<file path="config.mk">
export PLATFORM = sky130hd
export DESIGN_NAME = huff_merge_sched
export DESIGN_NICKNAME = d
export VERILOG_FILES = /design/src/rtl/huff_merge_sched.sv
export SDC_FILE = /design/constraint.sdc
export NUM_CORES = 1
export LEC_CHECK = 0
export CAP_MARGIN = 0
export CORE_MARGIN = 2
export CORE_UTILIZATION = 60
export CTS_CLUSTER_SIZE = 28
export DETAILED_ROUTE_END_ITERATION = 10
export PLACE_DENSITY = 0.83
export SYNTH_ARGS = -nofsm -noshare
export SYNTH_HDL_FRONTEND = slang
export SYNTH_SLANG_ARGS = --single-unit
</file>
<file path="constraint.sdc">
create_clock -name CLK -period 5.4 [get_ports CLK]
set_input_delay 1.08 -clock CLK [delete_from_list [all_inputs] [get_ports CLK]]
set_output_delay 1.08 -clock CLK [all_outputs]
set_load 0.02 [all_outputs]
</file>
<file path="src/rtl/huff_merge_sched.sv">
//------------------------------------------------------------------------------
// Module   : huff_merge_sched
// Brief    : Huffman tree merge scheduler with bubble-sort node store and
//            one merge record per sort/merge round.
// Revision : 1.0 - initial release
//------------------------------------------------------------------------------
`default_nettype none

module huff_merge_sched #(
    parameter int         MAX_LEAVES  = 4,
    parameter logic [3:0] PARENT_BASE = 4'h8
) (
    input  logic       CLK,
    input  logic       RST,
    input  logic       in_valid,
    output logic       in_ready,
    input  logic [7:0] in_node,
    input  logic       in_last,
    output logic       out_valid,
    input  logic       out_ready,
    output logic [3:0] out_left,
    output logic [3:0] out_right,
    output logic [3:0] out_parent,
    output logic [3:0] out_freq,
    output logic       busy,
    output logic       done,
    output logic [3:0] root_id,
    output logic       sat
);

    localparam int CW = $clog2(MAX_LEAVES + 1);

    typedef enum logic [2:0] {
        S_IDLE = 3'd0,
        S_LOAD = 3'd1,
        S_SORT = 3'd2,
        S_EMIT = 3'd3,
        S_DONE = 3'd4
    } state_t;

    state_t         state_q, state_d;
    logic [7:0]     nodes_q [MAX_LEAVES];
    logic [7:0]     nodes_d [MAX_LEAVES];
    logic [CW-1:0]  count_q, count_d;
    logic [CW-1:0]  idx_q, idx_d;
    logic           swapped_q, swapped_d;
    logic [3:0]     parent_q, parent_d;
    logic           busy_q, busy_d;
    logic           sat_q, sat_d;
    logic [3:0]     root_q, root_d;

    logic           accept;
    logic [7:0]     cmp_a, cmp_b;
    logic           do_swap;
    logic [4:0]     sum5;
    logic [3:0]     freq_sat;

    always_ff @(posedge CLK) begin
        if (RST) begin
            state_q   <= S_IDLE;
            for (int i = 0; i < MAX_LEAVES; i++) begin
                nodes_q[i] <= 8'h00;
            end
            count_q   <= '0;
            idx_q     <= '0;
            swapped_q <= 1'b0;
            parent_q  <= PARENT_BASE;
            busy_q    <= 1'b0;
            sat_q     <= 1'b0;
            root_q    <= 4'h0;
        end else begin
            state_q   <= state_d;
            nodes_q   <= nodes_d;
            count_q   <= count_d;
            idx_q     <= idx_d;
            swapped_q <= swapped_d;
            parent_q  <= parent_d;
            busy_q    <= busy_d;
            sat_q     <= sat_d;
            root_q    <= root_d;
        end
    end

    always_comb begin
        state_d   = state_q;
        nodes_d   = nodes_q;
        count_d   = count_q;
        idx_d     = idx_q;
        swapped_d = swapped_q;
        parent_d  = parent_q;
        busy_d    = busy_q;
        sat_d     = sat_q;
        root_d    = root_q;

        in_ready = (state_q == S_IDLE) || (state_q == S_LOAD);
        accept   = in_valid && in_ready;

        // Adjacent pair currently under the sort cursor
        cmp_a = nodes_q[0];
        cmp_b = nodes_q[0];
        for (int i = 0; i < MAX_LEAVES - 1; i++) begin
            if (idx_q == CW'(i)) begin
                cmp_a = nodes_q[i];
                cmp_b = nodes_q[i + 1];
            end
        end
        do_swap = (cmp_a[7:4] > cmp_b[7:4]);

        sum5     = {1'b0, nodes_q[0][7:4]} + {1'b0, nodes_q[1][7:4]};
        freq_sat = sum5[4] ? 4'hF : sum5[3:0];

        case (state_q)
            S_IDLE: begin
                if (accept) begin
                    nodes_d[0] = in_node;
                    count_d    = CW'(1);
                    busy_d     = 1'b1;
                    sat_d      = 1'b0;
                    parent_d   = PARENT_BASE;
                    idx_d      = '0;
                    swapped_d  = 1'b0;
                    state_d    = (in_last || (MAX_LEAVES == 1)) ? S_SORT : S_LOAD;
                end
            end

            S_LOAD: begin
                if (accept) begin
                    for (int i = 0; i < MAX_LEAVES; i++) begin
                        if (count_q == CW'(i)) begin
                            nodes_d[i] = in_node;
                        end
                    end
                    count_d   = count_q + CW'(1);
                    idx_d     = '0;
                    swapped_d = 1'b0;
                    if (in_last || (count_q == CW'(MAX_LEAVES - 1))) begin
                        state_d = S_SORT;
                    end
                end
            end

            S_SORT: begin
                if (count_q < CW'(2)) begin
                    state_d = S_DONE;
                    root_d  = nodes_q[0][3:0];
                    busy_d  = 1'b0;
                end else begin
                    for (int i = 0; i < MAX_LEAVES - 1; i++) begin
                        if ((idx_q == CW'(i)) && do_swap) begin
                            nodes_d[i]     = cmp_b;
                            nodes_d[i + 1] = cmp_a;
                        end
                    end
                    // A clean sweep means the store is ordered
                    if (idx_q == count_q - CW'(2)) begin
                        idx_d     = '0;
                        swapped_d = 1'b0;
                        if (!(swapped_q || do_swap)) begin
                            state_d = S_EMIT;
                        end
                    end else begin
                        idx_d     = idx_q + CW'(1);
                        swapped_d = swapped_q || do_swap;
                    end
                end
            end

            S_EMIT: begin
                if (out_ready) begin
                    for (int i = 0; i < MAX_LEAVES - 2; i++) begin
                        nodes_d[i] = nodes_q[i + 2];
                    end
                    for (int i = 0; i < MAX_LEAVES; i++) begin
                        if (count_q - CW'(2) == CW'(i)) begin
                            nodes_d[i] = {freq_sat, parent_q};
                        end
                    end
                    count_d   = count_q - CW'(1);
                    parent_d  = parent_q + 4'h1;
                    sat_d     = sat_q || sum5[4];
                    idx_d     = '0;
                    swapped_d = 1'b0;
                    state_d   = S_SORT;
                end
            end

            S_DONE: begin
                count_d = '0;
                state_d = S_IDLE;
            end

            default: begin
                state_d = S_IDLE;
            end
        endcase
    end

    assign out_valid  = (state_q == S_EMIT);
    assign out_left   = out_valid ? nodes_q[0][3:0] : 4'h0;
    assign out_right  = out_valid ? nodes_q[1][3:0] : 4'h0;
    assign out_parent = out_valid ? parent_q        : 4'h0;
    assign out_freq   = out_valid ? freq_sat        : 4'h0;
    assign busy       = busy_q;
    assign done       = (state_q == S_DONE);
    assign root_id    = root_q;
    assign sat        = sat_q;

endmodule

`default_nettype wire
</file>
==> reports/metrics.csv, run 1 <==
stage,metric,value,unit
pwr,power,1.99,mW
clock_network,cts_tree,built,
worst_setup_path,crit_path_end_kind,primary output,
worst_setup_path,cp.arrival,3.28,ns
min_path,holdCritPathClass,flip-flop to flip-flop,
grt,grt_first_pass_wirelength,20.1,mm
clock_network,hold_buffers,0,
clock_network,clkSinkCount,52,
worst_setup_path,crit_path_max_fanout,22,
grt,grt_max_degree,49,
sta,relSlewSlack,0.315,
grt,grt_pass1_vias,4120,
yosys,synthArstFlopShare,0,
floorplan,ios,38,
grt,antenna_found_initial,0,
yosys,synth_area,4130,um^2
floorplan,rows,30,
clock_network,cts_made_buffers,5,
floorplan,die_x,86.9,um
floorplan,start_util,0.614,
clock_network,cts-root-buf,clkbuf_8,
clock_network,cts_setup_buffers,0,
routing,route.detailed.drc,0,
sta,finalHoldViolations,0,
sta,rsz0062_at_grt,false,
placement,gp_congestion,1.02,
clock_network,insertion_delay,0.32,ns
sta,finClkSkew,0.0138,ns
floorplan,die_y,86.9,um
final_layout,drive_above_1_share,0.0794,
placement,place_area,4460,um^2
routing,dr.pass1.iters,5,
routing,vias_per_cell,6.77,
yosys,seq_area_frac_synth,0.252,
yosys,synth_top_flop_cell,dfxtp_1,
sta,setup_viol_count_final,0,
pwr,peakVddDrop,0.238,mV
pwr,p_leak,1.63,nW
placement,hpwl,8.62,mm
yosys,ys_types,69,
status,status,"finished, final reports clean",
worst_setup_path,required,4.32,ns
sta,tightest_slew,1.03,ns
flow_run,max_cap_violations,0,
sta,fin_crit_sh,0.807,
sta,clock.fmax,0.229,GHz
final_layout,regArea,1040,um^2
routing,wire_per_inst,19.3,um
yosys,synthesis.nets,584,
clock_network,clockBufferDepth,2,
yosys,postSynthAreaPerCell,7.50,um^2
sta,tns,0,ns
final_layout,areaGrowthSynthToFinish,10.8,%
final_layout,multi_input_area,2850,um^2
yosys,yosys_warnings,0,
routing,final_antenna_net_count,0,
final_layout,fin_area,4570,um^2
grt,track_usage,0.335,
final_layout,layout.nets,600,
sta,fin_crit,4.36,ns
final_layout,fillers,580,
worst_setup_path,cp-start-kind,flip-flop,
grt,grt.overflow.total,0,
final_layout,fin_util,0.681,
worst_setup_path,worstSetupPathType,flip-flop to primary output,
clock_network,cts_max_level,2,
floorplan,dieArea,7560,um^2
pwr,powerDensity,435,nW/um^2
routing,wirelength,12.5,mm
clock_network,clkTransAtPathRegs,0.10,ns
yosys,netlist_instances,550,
routing,vias,4381,
floorplan,coreArea,6720,um^2
final_layout,diodes,0,
sta,holdWs,0.470,ns
yosys,ys_ff_latch,52,
sta,final_max_slew_viol_count,0,
clock_network,ctsResizeCount,0,
placement,portBuffers,37,
routing,drt-initial-drc-count,374,
yosys,synth_edf_count,0,
path summary, 6_finish.rpt:
| path | from | endpoint | slack (ns) | depth (start not counted) |
|---|---|---|---|---|
| max reg2reg | idx_q[0] | nodes_q[20] | 1.12 | 12 |
| min | root_id[1] | root_id[1] | 0.47 | 2 |
| max | state_q[1] | out_parent[3] | 1.04 | 5 |
| min reg2reg | root_id[1] | root_id[1] | 0.47 | 2 |
cell families (layout without fill, tap and decap cells):
logic type               after synthesis  count (layout)  share of synthesized area
adder cells (fa/ha/maj)               21              21                     0.0655
AO/OA/AOI/OAI                        164             164                      0.281
multiplexers                          15              15                     0.0376
flip-flops                            52              52                      0.252
buffers and inverters                 51              68                     0.0570
AND/OR/NAND/NOR                      237             237                      0.286
XOR/XNOR                              10              10                     0.0212
routing by layer:
metal	up-vias	track usage	wire length, um
met2	301	0.534	5600
met3	72	0.0645	1250
met4	0	0.155	600
met5	-	0	0
met1	1998	0.437	5040
li1	2010	-	-
Yosys cell counts, types with 3 or more instances:
library cell  instances  share of area
a21o_1                5         0.0091
o21ai_0              19          0.023
xnor2_1               6          0.013
a22oi_1               4         0.0073
nand2b_1             11          0.017
o31ai_1               9          0.016
nor3b_1              10          0.018
nand3_1               9          0.011
dfxtp_1              52           0.25
ha_1                 20          0.061
o221ai_1              4         0.0085
o211ai_1              5         0.0091
nand2_1              43          0.039
a31o_2                4         0.0085
nor3_2                4         0.0097
a31oi_1               8          0.012
nor2b_1              20          0.030
xor2_1                4         0.0085
a211oi_1             12          0.022
buf_2                14          0.017
o22ai_1               4         0.0061
inv_1                15          0.014
mux2i_1              13          0.032
nor3_1               29          0.035
o21ai_1               8         0.0097
buf_4                 3         0.0055
nor2_1               75          0.068
and2_1               20          0.030
clkbuf_1             13          0.012
nand4_1               4         0.0061
a211oi_2              4          0.012
a21oi_1              51          0.062
stage by stage:
step | worst slack, ns | cells
2_1_floorplan | 2.21 | 550
3_3_place_gp | 1.43 | 639
3_5_place_dp | 1.23 | 639
4_1_cts | 1.10 | 647
5_1_grt | 0.871 | 647
6_report | 1.04 | 647
cell type report:
type | instances | area share
multi-input combinational | 447 | 0.623
sequential | 52 | 0.228
timing repair buffer | 42 | 0.0881
tap | 80 | 0.0219
clock buffer | 6 | 0.0159
inverter | 18 | 0.0148
clock inverter | 2 | 0.00848
cell usage in the layout, fill, tap and decap left out, types with 4 or more instances in the layout:
cell type         n
nor2_1           75
dfxtp_1          52
a21oi_1          51
nand2_1          43
clkdlybuf4s50_1  36
nor3_1           29
and2_1           20
nor2b_1          20
ha_1             20
o21ai_0          19
inv_1            15
mux2i_1          13
a211oi_1         12
nand2b_1         11
nor3b_1          10
o31ai_1           9
nand3_1           9
a31oi_1           8
o21ai_1           8
xnor2_1           6
a21o_1            5
o211ai_1          5
clkbuf_8          5
buf_4             5
o22ai_1           4
a31o_2            4
nand4_1           4
a22oi_1           4
a211oi_2          4
xor2_1            4
o221ai_1          4
nor3_2            4
where the power goes:
part | internal (mW) | switching (mW) | total, mW
Combinational | 0.429 | 0.689 | 1.12
Clock | 0.140 | 0.141 | 0.282
Sequential | 0.461 | 0.127 | 0.588
registers in the layout (all words and copies together) (netlist names):
name / cells
sat: 1
swapped_q: 1
parent_q: 4
state_q: 3
nodes_q: 32
idx_q: 3
count_q: 3
root_id: 4
busy: 1
critical path, cell delays in order, from the launching register on:
cell	delay [ns]
dfxtp_1	0.83
inv_1	0.23
or3_1	0.65
inv_2	0.42
and2_1	0.20
clkdlybuf4s50_1	0.62
No activity file was read; power rests on OpenSTA's default activity.
==> inputs of run 2 (changes only) <==
--- a/config.mk
+++ b/config.mk
@@ -7,10 +7,10 @@
 export LEC_CHECK = 0
 export CAP_MARGIN = 0
 export CORE_MARGIN = 2
-export CORE_UTILIZATION = 60
+export CORE_UTILIZATION = 53
 export CTS_CLUSTER_SIZE = 28
 export DETAILED_ROUTE_END_ITERATION = 10
-export PLACE_DENSITY = 0.83
+export PLACE_DENSITY = 0.77
 export SYNTH_ARGS = -nofsm -noshare
 export SYNTH_HDL_FRONTEND = slang
 export SYNTH_SLANG_ARGS = --single-unit
==> constraint.sdc (replaced) <==
create_clock -name CLK -period 3.8 [get_ports CLK]
set_input_delay 0.76 -clock CLK [delete_from_list [all_inputs] [get_ports CLK]]
set_output_delay 0.76 -clock CLK [all_outputs]
set_load 0.02 [all_outputs]
==> run 2 against run 1 <==
Hold slack better by 0.0035 ns. Count of clock-buffer cells in the layout is 1 lower. Via count fell by 1.7%. Clock skew grew 0.0031 ns. Non-clock buffer count increased by 13. Critical endpoint is now out_freq[2]. Combinational power increased by 55%. Utilization fell by 6.4 points. First-iteration DRC count increased by 7.5%. Total power grew 46%.
==> reports/metrics.csv, run 2 (synthesis results as in run 1) <==
stage,metric,value,unit,change
worst_setup_path,r2r_slack,0.29,ns,-0.83 ns
floorplan,die_y,92.2,um,+6.1%
routing,vias,4305,,-1.7%
clock_network,clkSinkCount,52,,unchanged
clock_network,cts-root-buf,clkbuf_8,,
final_layout,final_cells,682,,+5.4%
placement,gp_congestion,1.01,,-1.2%
worst_setup_path,worstSetupPathType,flip-flop to primary output,,
placement,place_area,4580,um^2,+2.6%
worst_setup_path,crit_path_end_kind,primary output,,
placement,place_ws,0.305,ns,-0.922 ns
pwr,powerDensity,614,nW/um^2,+41%
grt,grtUsageMet2,0.502,,-0.0325
placement,portBuffers,37,,unchanged
sta,tns,0,ns,unchanged
final_layout,drive_above_1_share,0.105,,+0.0258
sta,fin_crit,3.54,ns,
final_layout,layout.nets,613,,+2.2%
clock_network,cts_max_level,2,,unchanged
sta,finClkSkew,0.0168,ns,+0.00307 ns
final_layout,areaGrowthSynthToFinish,14.2,%,
min_path,holdCritPathClass,flip-flop to flip-flop,,
grt,grt_first_pass_wirelength,20.7,mm,+2.9%
floorplan,ios,38,,unchanged
grt,grt.overflow.total,0,,unchanged
grt,grt_use_met1,0.414,,-0.0229
sta,setup_viol_count_final,0,,unchanged
sta,finalHoldViolations,0,,unchanged
clock_network,insertion_delay,0.33,ns,about the same
final_layout,top_register,nodes_q,,
final_layout,fin_area,4710,um^2,+3.0%
sta,clock.fmax,0.283,GHz,
floorplan,rows,32,,+6.7%
sta,timing.final.ws_setup,0.260,ns,-0.780 ns
worst_setup_path,required,3.04,ns,-1.28 ns
routing,drt-initial-drc-count,402,,+7.5%
pwr,peakVddDrop,0.388,mV,+63%
final_layout,final_common_cell,nor2_1,,
grt,gr-usage-met3,0.0394,,-0.0250
routing,route.detailed.drc,0,,unchanged
pwr,power,2.89,mW,+46%
clock_network,clkTransAtPathRegs,0.12,ns,+0.02 ns
placement,dp_cells,673,,+5.3%
clock_network,cts_tree,built,,
sta,fin_crit_sh,0.932,,
routing,vias_per_cell,6.31,,-6.8%
final_layout,fin_util,0.616,,-0.0645
routing,final_antenna_net_count,0,,unchanged
worst_setup_path,crit_path_max_fanout,5,,-77%
final_layout,diodes,0,,unchanged
routing,dr.pass1.iters,5,,unchanged
flow_run,max_cap_violations,0,,unchanged
grt,grt_busiest_layer,met2,,
worst_setup_path,cp.arrival,2.78,ns,-0.50 ns
grt,track_usage,0.306,,-0.0290
status,status,"finished, final reports clean",,
floorplan,coreArea,7650,um^2,+14%
final_layout,largest_reg_flops,32,,unchanged
grt,antenna_found_initial,0,,unchanged
grt,grt_max_degree,49,,unchanged
pwr,p_leak,1.72,nW,+5.4%
floorplan,start_util,0.540,,-0.0746
sta,final_max_slew_viol_count,0,,unchanged
floorplan,dieArea,8510,um^2,+13%
routing,wire_per_inst,18.8,um,-2.3%
worst_setup_path,cp-start-kind,flip-flop,,
final_layout,final_cell_mix,"75 x nor2_1, 51 x a21oi_1, 51 x dfxtp_1",,
sta,relSlewSlack,0.310,,-0.00561
grt,grt_pass1_vias,4127,,+0.17%
clock_network,hold_buffers,0,,unchanged
placement,hpwl,8.97,mm,+4.1%
clock_network,clockBufferDepth,2,,unchanged
routing,wirelength,12.9,mm,+3.0%
clock_network,cts_made_buffers,5,,unchanged
floorplan,die_x,92.2,um,+6.1%
sta,tightest_slew,1.04,ns,+0.00842 ns
sta,holdWs,0.474,ns,+0.00347 ns
[run 2: cell count changes in the layout (fill, tap and decap cells not counted), sizes merged]
| cell | previous run | this run |
|---|---|---|
| clkinv | 1 | 3 |
| bufinv | 1 | 0 |
| buf | 6 | 19 |
| dlymetal6s2s | 0 | 1 |
| clkbuf | 6 | 5 |
| clkdlybuf4s50 | 36 | 35 |
[run 2: critical path, stage by stage (launching register included)]
cell and delay, ns:
dfxtp_1 0.45, ha_1 0.23, inv_1 0.07, fa_1 0.46, xnor2_1 0.21, a2bb2oi_1 0.21
nor2_1 0.11, nor2_1 0.10, clkdlybuf4s50_1 0.60
[run 2: repair_timing]
item | 4_1_cts | 5_1_grt
endpoints found under the setup margin | 0 | 19
resized for setup | 0 | 5
buffers inserted | 0 | 1
[run 2: path summary, 6_finish.rpt]
kind | start | endpoint | cells past startpoint
max | nodes_q[20] | out_freq[2] | 8
min | root_id[2] | root_id[2] | 2
max reg2reg | idx_q[1] | nodes_q[2] | 13
min reg2reg | root_id[2] | root_id[2] | 2
[run 2: power by group]
group | internal [mW] | total [mW] | switching, mW
sequential | 0.656 | 0.790 | 0.134
clock | 0.139 | 0.365 | 0.225
combinational | 0.688 | 1.74 | 1.05
total | 1.48 | 2.89 | 1.41
[run 2: per-layer routing]
layer | up-vias | wire length, um
met5 | - | 0
met4 | 0 | 401
met3 | 42 | 871
met2 | 222 | 5940
met1 | 2008 | 5640
li1 | 2033 | -
[run 2: layout make-up]
type / count / area, um^2
fill: 703 / 2940
inverter: 18 / 67.6
multi-input combinational: 447 / 2870
clock inverter: 3 / 33.8
tap: 102 / 128
clock buffer: 5 / 68.8
timing repair buffer: 55 / 503
sequential: 52 / 1040
==> inputs of run 3 (changes only) <==
--- a/config.mk
+++ b/config.mk
@@ -10,7 +10,9 @@
 export CORE_UTILIZATION = 53
 export CTS_CLUSTER_SIZE = 28
 export DETAILED_ROUTE_END_ITERATION = 10
+export GPL_TIMING_DRIVEN = 0
 export PLACE_DENSITY = 0.77
+export SLEW_MARGIN = 20
 export SYNTH_ARGS = -nofsm -noshare
 export SYNTH_HDL_FRONTEND = slang
 export SYNTH_SLANG_ARGS = --single-unit
==> run 3 against run 2 <==
First-iteration DRC count grew 49%. Critical endpoint is now state_q[1]. Cell count grew 2.9%. Highest routed layer unchanged. Fmax shrank 4.9%. Sequential power grew 0.8%. Total power grew 6.4%. Via count grew 6.2%. Clock skew shrank 0.0057 ns. Largest power group unchanged.
==> reports/metrics.csv, run 3 (synthesis results as in run 1) <==
stage,metric,value,unit,change
status,status,"finished, final reports clean",,
pwr,p_leak,1.76,nW,+2.3%
sta,fin_crit,3.72,ns,+0.184 ns
sta,finClkSkew,0.0111,ns,-0.00571 ns
clock_network,clkSinkCount,52,,unchanged
floorplan,start_util,0.540,,unchanged
floorplan,die_y,92.2,um,unchanged
worst_setup_path,cp-start-kind,flip-flop,,
pwr,clkPwrFrac,0.137,,+0.011
floorplan,ios,38,,unchanged
grt,grt_max_degree,18,,-63%
routing,final_antenna_net_count,0,,unchanged
pwr,combPwrFrac,0.605,,+0.004
sta,timing.final.ws_setup,0.0767,ns,-0.184 ns
sta,relSlewSlack,0.435,,+0.126
placement,hpwl,9.66,mm,+7.7%
clock_network,clkTransAtPathRegs,0.11,ns,about the same
final_layout,largest_reg_flops,32,,unchanged
sta,fin_crit_sh,0.980,,+0.0483
clock_network,cts-root-buf,clkbuf_8,,
pwr,power_frac_seq,0.259,,-0.014
final_layout,layout.nets,633,,+3.3%
grt,grt_pass1_vias,4377,,+6.1%
pwr,power,3.08,mW,+6.4%
grt,antenna_found_initial,0,,unchanged
routing,wire_per_inst,20.2,um,+7.2%
final_layout,top_register,nodes_q,,
placement,place_area,4620,um^2,+0.98%
final_layout,final_cells,702,,+2.9%
pwr,swShare,0.485,,-0.00204
clock_network,clockBufferDepth,2,,unchanged
worst_setup_path,worstSetupPathType,flip-flop to flip-flop,,
pwr,peakVddDrop,0.323,mV,-17%
routing,wirelength,14.2,mm,+10%
routing,drt-initial-drc-count,600,,+49%
floorplan,rows,32,,unchanged
floorplan,die_x,92.2,um,unchanged
min_path,holdCritPathClass,flip-flop to flip-flop,,
clock_network,cts_made_buffers,5,,unchanged
placement,gp_congestion,0.943,,-6.8%
routing,dr.pass1.iters,6,,+1
sta,tightest_slew,0.847,ns,-0.188 ns
sta,final_max_slew_viol_count,0,,unchanged
flow_run,max_cap_violations,0,,unchanged
sta,setup_viol_count_final,0,,unchanged
grt,grt.overflow.total,0,,unchanged
routing,vias_per_cell,6.52,,+3.2%
worst_setup_path,crit_path_max_fanout,10,,+5
worst_setup_path,cp.arrival,3.96,ns,+1.18 ns
grt,track_usage,0.328,,+0.0219
final_layout,fin_area,4850,um^2,+3.0%
pwr,powerDensity,634,nW/um^2,+3.3%
clock_network,cts_max_level,2,,unchanged
worst_setup_path,crit_path_end_kind,flip-flop,,
final_layout,drive_above_1_share,0.118,,+0.0132
sta,finalHoldViolations,0,,unchanged
pwr,p_sw,1.49,mW,+5.9%
final_layout,diodes,0,,unchanged
placement,dp_cells,689,,+2.4%
floorplan,dieArea,8510,um^2,unchanged
clock_network,insertion_delay,0.33,ns,about the same
placement,portBuffers,37,,unchanged
placement,place_ws,-0.308,ns,-0.613 ns
final_layout,fillers,693,,-1.4%
routing,route.detailed.drc,0,,unchanged
clock_network,cts_tree,built,,
sta,tns,0,ns,unchanged
final_layout,areaGrowthSynthToFinish,17.6,%,
worst_setup_path,required,4.04,ns,+1.00 ns
sta,clock.fmax,0.269,GHz,-4.9%
grt,grt_first_pass_wirelength,22.0,mm,+6.3%
final_layout,final_common_cell,nor2_1,,
final_layout,final_cell_mix,"75 x nor2_1, 51 x dfxtp_1, 50 x a21oi_1",,
pwr,p_int,1.58,mW,+6.8%
floorplan,coreArea,7650,um^2,unchanged
routing,vias,4574,,+6.2%
-- run 3: worst paths after layout --
check	startpoint	end	slack (ns)	cells past startpoint
max	idx_q[1]	state_q[1]	0.08	17
min	root_id[3]	root_id[3]	0.47	2
max reg2reg	idx_q[1]	state_q[1]	0.08	17
min reg2reg	root_id[3]	root_id[3]	0.47	2
-- run 3: layer usage --
metal  vias up  wire, um  global-route usage
li1       2065         -                   -
met1      2147      5660               0.422
met2       293      6350               0.526
met3        69      1590              0.0682
met4         0       586               0.153
met5         -         0                   0
-- run 3: repair_timing --
item,4_1_cts,5_1_grt
endpoints found under the setup margin,10,31
hold buffers,0,0
gates resized for setup,1,16
setup buffers,1,4
pin swaps,1,3
-- run 3: area by class of cell --
| cell class | count | area, um^2 | share of cell area |
|---|---|---|---|
| buffer | 33 | 179 | 0.0369 |
| clock buffer | 5 | 68.8 | 0.0142 |
| clock inverter | 3 | 46.3 | 0.00954 |
| inverter | 18 | 67.6 | 0.0139 |
| multi-input combinational | 447 | 2910 | 0.600 |
| sequential | 52 | 1040 | 0.215 |
| tap | 102 | 128 | 0.0263 |
| timing repair buffer | 42 | 408 | 0.0840 |
-- run 3: worst max-delay path, stage by stage, from the launching register on --
cell and delay (ns):
dfxtp_1 0.37, inv_1 0.11, ha_1 0.23, clkbuf_4 0.24, clkbuf_4 0.24, nor3b_1 0.07
nor3_1 0.22, o22ai_1 0.14, and2_1 0.20, ha_1 0.29, nor2b_2 0.17, o211ai_1 0.22
buf_4 0.19, a21boi_4 0.10, buf_4 0.19, o31ai_4 0.28, nand2_1 0.11, o41ai_2 0.27
-- run 3: metrics by stage --
step | hold WS, ns | util
5_1_grt | 0.498 | 0.635
3_5_place_dp | 0.448 | 0.605
2_1_floorplan | 0.437 | -
4_1_cts | 0.471 | 0.622
6_report | 0.471 | 0.635
3_3_place_gp | 0.448 | 0.605
-- run 3: power by group through the flow --
stage	sequential [mW]	combinational, mW	clock [mW]
3_5_place_dp	0.795	1.61	0
5_1_grt	0.809	2.01	0.433
3_3_place_gp	0.791	1.57	0
4_1_cts	0.784	1.64	0.415
2_1_floorplan	0.760	1.23	0
6_report	0.796	1.86	0.421
